--- src/rtl/stopwatch_ctrl_if.sv ---
// Signal bundle between the stopwatch controller, the button front end,
// the BCD counter chain and the display scanner.
interface stopwatch_ctrl_if;
  logic       btn_start;
  logic       btn_lap;
  logic [3:0] digit3;
  logic [3:0] digit2;
  logic [3:0] digit1;
  logic [3:0] digit0;
  logic       count_en;
  logic       count_clr;
  logic [3:0] disp3;
  logic [3:0] disp2;
  logic [3:0] disp1;
  logic [3:0] disp0;
  logic       running;
  logic [2:0] state;
  logic       disp_blank;

  modport master (
    output btn_start, btn_lap, digit3, digit2, digit1, digit0,
    input  count_en, count_clr, disp3, disp2, disp1, disp0,
           running, state, disp_blank
  );

  modport slave (
    input  btn_start, btn_lap, digit3, digit2, digit1, digit0,
    output count_en, count_clr, disp3, disp2, disp1, disp0,
           running, state, disp_blank
  );
endinterface

--- src/rtl/stopwatch_ctrl.sv ---
// MM:SS stopwatch sequencer: button FSM, 1 Hz tick prescaler and lap freeze.
// Define STOPWATCH_PAUSE_BLINK_EN to blink the display while paused or done.
module stopwatch_ctrl #(
  parameter int TICK_DIV  = 100000000,
  parameter int PRE_WIDTH = 27
) (
  input logic             clk,
  input logic             rst_n,
  stopwatch_ctrl_if.slave bus
);

  typedef enum logic [2:0] {
    IDLE  = 3'd0,
    RUN   = 3'd1,
    LAP   = 3'd2,
    PAUSE = 3'd3,
    DONE  = 3'd4
  } state_t;

  state_t               state_q;
  state_t               state_d;
  logic [PRE_WIDTH-1:0] pre_q;
  logic [3:0]           lap3_q, lap2_q, lap1_q, lap0_q;
  logic                 full;
  logic                 counting;
  logic                 pre_wrap;
  logic                 lap_capture;
  logic                 to_idle;
  logic                 count_en_q;
  logic                 count_clr_q;

  assign full     = (bus.digit3 == 4'd5) && (bus.digit2 == 4'd9) &&
                    (bus.digit1 == 4'd5) && (bus.digit0 == 4'd9);
  assign counting = (state_q == RUN) || (state_q == LAP);
  assign pre_wrap = (pre_q == PRE_WIDTH'(TICK_DIV - 1));

  // Start beats lap when both arrive together; a full counter beats both.
  always_comb begin
    state_d     = state_q;
    lap_capture = 1'b0;
    case (state_q)
      IDLE:  if (bus.btn_start) state_d = RUN;
      RUN: begin
        if (full)               state_d = DONE;
        else if (bus.btn_start) state_d = PAUSE;
        else if (bus.btn_lap) begin
          state_d     = LAP;
          lap_capture = 1'b1;
        end
      end
      LAP: begin
        if (full)               state_d = DONE;
        else if (bus.btn_start) state_d = PAUSE;
        else if (bus.btn_lap)   state_d = RUN;
      end
      PAUSE: begin
        if (bus.btn_start)      state_d = RUN;
        else if (bus.btn_lap)   state_d = IDLE;
      end
      DONE:  if (bus.btn_lap)   state_d = IDLE;
      default:                  state_d = IDLE;
    endcase
  end

  assign to_idle = ((state_q == PAUSE) || (state_q == DONE)) && (state_d == IDLE);

  always_ff @(posedge clk or negedge rst_n) begin
    if (!rst_n) state_q <= IDLE;
    else        state_q <= state_d;
  end

  // Prescaler holds outside RUN/LAP so a resume keeps the fractional second.
  always_ff @(posedge clk or negedge rst_n) begin
    if (!rst_n) begin
      pre_q       <= '0;
      count_en_q  <= 1'b0;
      count_clr_q <= 1'b0;
    end else begin
      if (state_q == IDLE)  pre_q <= '0;
      else if (counting)    pre_q <= pre_wrap ? '0 : pre_q + 1'b1;
      count_en_q  <= counting && pre_wrap && !full;
      count_clr_q <= to_idle;
    end
  end

  always_ff @(posedge clk or negedge rst_n) begin
    if (!rst_n) begin
      {lap3_q, lap2_q, lap1_q, lap0_q} <= '0;
    end else if (to_idle) begin
      {lap3_q, lap2_q, lap1_q, lap0_q} <= '0;
    end else if (lap_capture) begin
      {lap3_q, lap2_q, lap1_q, lap0_q} <= {bus.digit3, bus.digit2, bus.digit1, bus.digit0};
    end
  end

  always_comb begin
    bus.count_en  = count_en_q;
    bus.count_clr = count_clr_q;
    bus.running   = counting;
    bus.state     = state_q;
    if (state_q == LAP) begin
      {bus.disp3, bus.disp2, bus.disp1, bus.disp0} = {lap3_q, lap2_q, lap1_q, lap0_q};
    end else begin
      {bus.disp3, bus.disp2, bus.disp1, bus.disp0} = {bus.digit3, bus.digit2, bus.digit1, bus.digit0};
    end
  end

`ifdef STOPWATCH_PAUSE_BLINK_EN
  localparam int HALF = TICK_DIV / 2;

  logic [PRE_WIDTH-1:0] half_q;
  logic                 blank_q;
  logic                 held_d;
  logic                 held_q;

  assign held_d = (state_d == PAUSE) || (state_d == DONE);
  assign held_q = (state_q == PAUSE) || (state_q == DONE);

  // Blank starts lit-off on entry, then toggles every half tick period.
  always_ff @(posedge clk or negedge rst_n) begin
    if (!rst_n) begin
      half_q  <= '0;
      blank_q <= 1'b0;
    end else if (!held_d) begin
      half_q  <= '0;
      blank_q <= 1'b0;
    end else if (!held_q) begin
      half_q  <= '0;
      blank_q <= 1'b1;
    end else if (half_q == PRE_WIDTH'(HALF - 1)) begin
      half_q  <= '0;
      blank_q <= ~blank_q;
    end else begin
      half_q  <= half_q + 1'b1;
    end
  end

  assign bus.disp_blank = blank_q;
`else
  assign bus.disp_blank = 1'b0;
`endif

endmodule
--- src/flat_wrapper.sv ---
// flat-port wrapper written by rule: the top's interface ports become plain ports
module stopwatch_ctrl_flat 
#(
  parameter int TICK_DIV  = 100000000,
  parameter int PRE_WIDTH = 27
)
  (clk, rst_n, bus_btn_start, bus_btn_lap, bus_digit3, bus_digit2, bus_digit1, bus_digit0, bus_count_en, bus_count_clr, bus_disp3, bus_disp2, bus_disp1, bus_disp0, bus_running, bus_state, bus_disp_blank);
  stopwatch_ctrl_if bus_i ();
  input logic clk;
  input logic rst_n;
  input wire logic [$bits(bus_i.btn_start)-1:0] bus_btn_start;
  input wire logic [$bits(bus_i.btn_lap)-1:0] bus_btn_lap;
  input wire logic [$bits(bus_i.digit3)-1:0] bus_digit3;
  input wire logic [$bits(bus_i.digit2)-1:0] bus_digit2;
  input wire logic [$bits(bus_i.digit1)-1:0] bus_digit1;
  input wire logic [$bits(bus_i.digit0)-1:0] bus_digit0;
  output wire logic [$bits(bus_i.count_en)-1:0] bus_count_en;
  output wire logic [$bits(bus_i.count_clr)-1:0] bus_count_clr;
  output wire logic [$bits(bus_i.disp3)-1:0] bus_disp3;
  output wire logic [$bits(bus_i.disp2)-1:0] bus_disp2;
  output wire logic [$bits(bus_i.disp1)-1:0] bus_disp1;
  output wire logic [$bits(bus_i.disp0)-1:0] bus_disp0;
  output wire logic [$bits(bus_i.running)-1:0] bus_running;
  output wire logic [$bits(bus_i.state)-1:0] bus_state;
  output wire logic [$bits(bus_i.disp_blank)-1:0] bus_disp_blank;
  assign bus_i.btn_start = bus_btn_start;
  assign bus_i.btn_lap = bus_btn_lap;
  assign bus_i.digit3 = bus_digit3;
  assign bus_i.digit2 = bus_digit2;
  assign bus_i.digit1 = bus_digit1;
  assign bus_i.digit0 = bus_digit0;
  assign bus_count_en = bus_i.count_en;
  assign bus_count_clr = bus_i.count_clr;
  assign bus_disp3 = bus_i.disp3;
  assign bus_disp2 = bus_i.disp2;
  assign bus_disp1 = bus_i.disp1;
  assign bus_disp0 = bus_i.disp0;
  assign bus_running = bus_i.running;
  assign bus_state = bus_i.state;
  assign bus_disp_blank = bus_i.disp_blank;
  stopwatch_ctrl #(.TICK_DIV(TICK_DIV), .PRE_WIDTH(PRE_WIDTH)) u_core (.clk(clk), .rst_n(rst_n), .bus(bus_i));
endmodule
--- config.mk ---
export PLATFORM = sky130hd
export DESIGN_NAME = stopwatch_ctrl_flat
export DESIGN_NICKNAME = d
export VERILOG_FILES = /design/src/rtl/stopwatch_ctrl_if.sv /design/src/rtl/stopwatch_ctrl.sv /design/src/flat_wrapper.sv
export SDC_FILE = /design/constraint.sdc
export NUM_CORES = 1
export LEC_CHECK = 0
export ABC_AREA = 1
export ABC_CLOCK_PERIOD_IN_PS = 3950
export CAP_MARGIN = 20
export CORE_ASPECT_RATIO = 1.25
export CORE_MARGIN = 10
export CORE_UTILIZATION = 30
export CTS_CLUSTER_SIZE = 40
export DETAILED_ROUTE_END_ITERATION = 7
export PLACE_DENSITY_LB_ADDON = 0.2
export SETUP_SLACK_MARGIN = 0.1
export SYNTH_ARGS = -nofsm -noshare
export SYNTH_HDL_FRONTEND = slang
export SYNTH_SLANG_ARGS = --single-unit
--- constraint.sdc ---
create_clock -name clk -period 3.95 [get_ports clk]
set_input_delay 0.395 -clock clk [delete_from_list [all_inputs] [get_ports clk]]
set_output_delay 0.395 -clock clk [all_outputs]
set_load 0.01 [all_outputs]
Word-level counts from Yosys, hierarchy flattened
Index checks and enable logic that the tools add are counted.
- flip-flop bits (word level): 48
- input bits: 20
- output and inout bits: 23
- word-level logic and storage cells: 60
- add/subtract/negate cells: 1
- eq/ne operators: 9
- mux-type cells: 29
- reduce and logical (&&, ||, !) cells: 13
- operator list (operator ; count):
    $mux 27 ; 3
    $mux 4 ; 12
    $add 27x1->27 const B ; 1
    $eq 27x27->1 const B ; 1
    $mux 3 ; 9
    $pmux 3 s5 ; 1
    $eq 4x3->1 const B ; 2
    $eq 4x4->1 const B ; 2
    $eq 3x2->1 const B ; 2
    $logic_and 1x1->1 ; 6
    $logic_not 3->1 ; 2
    $mux 1 ; 4
    $reduce_bool 2->1 ; 2
    $eq 3x1->1 const B ; 1
    $eq 3x3->1 const B ; 1
    $logic_or 1x1->1 ; 2
    $logic_not 1->1 ; 1

Logic depth before layout (Yosys ltp)
- depth after elaboration: 9
- gate-level depth with buffers: 11
- gate-level depth less buffers: 10

Worst setup path after synthesis
Ideal clock, no wire load.
- kind: reg-to-output
- start point: reg u_core.state_q[2], in the netlist u_core.bus.state[2]
- end point: out bus_disp0[3]
- arrival: 1.204 ns
- data required time: 3.555 ns
- path slack: 2.351 ns
- cell stages (with the launch flop): 7
- buffers on the path: 1
- path through: dfrtp_1 inv_2 nand3_2 inv_2 clkbuf_1 nand2_1 o21ai_0
- cells in the longest elaborated chain, start to end: 2
- RTL lines (element ; line ; RTL):
    from (decl) ; stopwatch_ctrl.sv:20 ; state_t state_q;
    from (signal assigned) ; stopwatch_ctrl.sv:69 ; else state_q <= state_d;
    $eq 3x2->1 ; stopwatch_ctrl.sv:101 ; if (state_q == LAP) begin
    $mux 4 ; stopwatch_ctrl.sv:101 ;
    to (decl) ; flat_wrapper.sv:22 ; output wire logic [$bits(bus_i.disp0)-1:0] bus_disp0;
No other way between the ends.

Worst setup path in the final report
- start point: reg u_core.state_q[0], in the netlist u_core.bus.state[0]
- end point: out bus_disp1[2]
- cells in the longest elaborated chain, start to end: 2
- RTL lines (element ; line ; RTL):
    $eq 3x2->1 ; stopwatch_ctrl.sv:101 ;
    $mux 4 ; stopwatch_ctrl.sv:101 ;
    to (decl) ; flat_wrapper.sv:21 ; output wire logic [$bits(bus_i.disp1)-1:0] bus_disp1;
No other way between the ends.

==> impl_metrics.toml <==
[run_status]
status = "completed"

[setup_path]
cp.required_ps = 3560
cp_num_buf_inv = 3
crit_family = "buffers and inverters"
crit_arrival_ps = 2100
cp_max_fo = 34
max_stage_delay_ps = 580
startpoint_type = "flop"
path_cells = "inv_1, nand3_2, inv_2, nand2_1, o21ai_0, clkdlybuf4s50_1"
end_kind = "primary output"
setup.worst_path.class = "flop to primary output"
cp_slowest_cell = "clkdlybuf4s50_1"

[clock_tree]
holdBufCountCts = 0
cts.sinks = 48
clockBufferDepth = 2
cts_buffers = 5
clk-insertion-delay-late_ps = 290
path_clk_slew_ps = 70
tritoncts = "yes"
cts_resized = 0
cts_setup_buffers = 0
root_buffer = "clkbuf_16"
h-tree-depth = 2

[global_route]
grt_start_max_net_pins = 49
grt_pass1_wl_mm = 14.2
grt_pass1_vias = 2869
antenna_found_initial = 0
gr-total-overflow = 0
track_usage = 0.112

[route]
viasPerCell = 4.53
ant_nets = 0
dr.pass1.iters = 4
drcViolationCount = 0
first_iter_violations = 130
wl_per_cell_um = 12.9
vias = 2942
drt-total-wl_mm = 8.39

[synth]
synth_edf_count = 0
synth_seq_area_share = 0.385
ys_seq_elements = 48
yosysWarningCount = 0
postSynthCellCount = 479
ys.flop_type = "dfrtp_1"
synthArstFlopShare = 1.00
yosysUniqueCellTypes = 30
synth_nets = 500
synth.cell_area_um2 = 3120
postSynthAreaPerCell_um2 = 6.51

[floorplan]
die-area_um2 = 14900
fp.dieH_um = 134
io_pins = 43
rows = 41
core_area_um2 = 10100
die_w_um = 111
start_util = 0.308

[finish]
final_common_cell = "nand2_1"
diodes = 0
syn_to_final_growth_pct = 21.8
fillCellCount = 1107
drive_above_1_share = 0.0635
final_nets = 540
stdcell_count = 649
final_cell_mix = "nand2_1, inv_1, nor2_1"

[placed_design]
hpwl_mm = 6.41
place.gp.congestion = 0.918
place_inst = 641
dp_worst_setup_slack_ps = 1330
io_buffers = 41

[power_and_ir_drop]
powerDensity_nw_per_um2 = 502
p_leak_nw = 1.77
peakVddDrop_v = 0.000154

[sta]
finalCriticalPeriod_ps = 2500
whs_ps = 198
slew_headroom = 0.431
tightest_slew_ps = 853
tns_ps = 0
grt_setup_unrepaired = "false"
maxSlewViolCount = 0
finClkSkew_ps = 7.03
setup_ws_ps = 1450
post-route-period-util = 0.632
max_freq_mhz = 401
setup_viol = 0
hold_viol = 0

[job]
maxCapViolCount = 0

[hold_path]
hold_path.class = "input pin to async pin"
## metrics by stage
step / instance area [µm²] / utilization / total power [mW]
after floorplan: 3120 / - / 1.15
after global placement: 3630 / 0.359 / 1.45
after detailed placement: 3630 / 0.359 / 1.46
after CTS: 3800 / 0.376 / 1.95
after global routing: 3800 / 0.376 / 2.06
final: 3800 / 0.376 / 1.90
## registers in the layout (all words and copies together) (netlist names)
name                  flops
u_core.lap1_q             4
u_core.bus.count_clr      1
u_core.lap3_q             4
u_core.bus.state          3
u_core.pre_q             27
u_core.lap0_q             4
u_core.lap2_q             4
u_core.bus.count_en       1
## area by class of cell
cell class                 count  area [µm²]  area share
tap                          129         161      0.0425
timing repair buffer          43         420       0.111
multi-input combinational    343        1560       0.410
clock buffer                   6         129      0.0339
clock inverter                 2        35.0     0.00923
sequential                    48        1200       0.316
inverter                      78         293      0.0771
## cells by family (layout without fill, tap and decap cells)
group	after synthesis	in the layout	synth area share
other	1	1	0.00120
DFF	48	48	0.385
adders and majority gates	1	1	0.00401
AOI/OAI and AO/OA	56	56	0.0947
and+or+nand+nor	278	278	0.380
buffers and inverters	88	129	0.115
xor gates and xnor gates	7	7	0.0197
## synth_stat cells (5+ instances only)
cell	instances	area (µm²)
inv_1	75	282
a21oi_1	5	25.0
xor2_1	6	52.6
nor2_1	72	270
nand4_1	8	50.1
o21ai_0	44	220
nor3_1	10	50.1
clkbuf_1	5	18.8
dfrtp_1	48	1200
nor2_2	10	62.6
nand3_1	31	155
nand2_1	138	518
## per-layer routing
metal	wire, µm	vias up	GRT usage	part of all wire
li1	-	1556	-	-
met3	258	8	0.0223	0.031
met5	0	-	0	0
met4	112	0	0.0343	0.013
met2	4120	49	0.198	0.49
met1	3900	1329	0.133	0.47
## worst paths after layout
path	slack, ps	start	cells past startpoint	endpoint
setup reg to reg	1800	u_core.bus.state[1]	5	u_core.pre_q[5]
hold reg to reg	510	u_core.pre_q[23]	2	u_core.pre_q[23]
max in group asynchronous	3320	rst_n	2	u_core.pre_q[20]
min in group clk	510	u_core.pre_q[23]	2	u_core.pre_q[23]
hold / removal	200	rst_n	2	u_core.lap2_q[2]
setup / recovery	1450	u_core.bus.state[0]	6	bus_disp1[2]
## power breakdown
group	total, mW	internal [mW]	switching [mW]	leakage [nW]
Combinational	0.789	0.308	0.481	1.04
Clock	0.477	0.298	0.179	0.0808
Sequential	0.639	0.577	0.0621	0.650
Power figures use the tool's default switching activity.
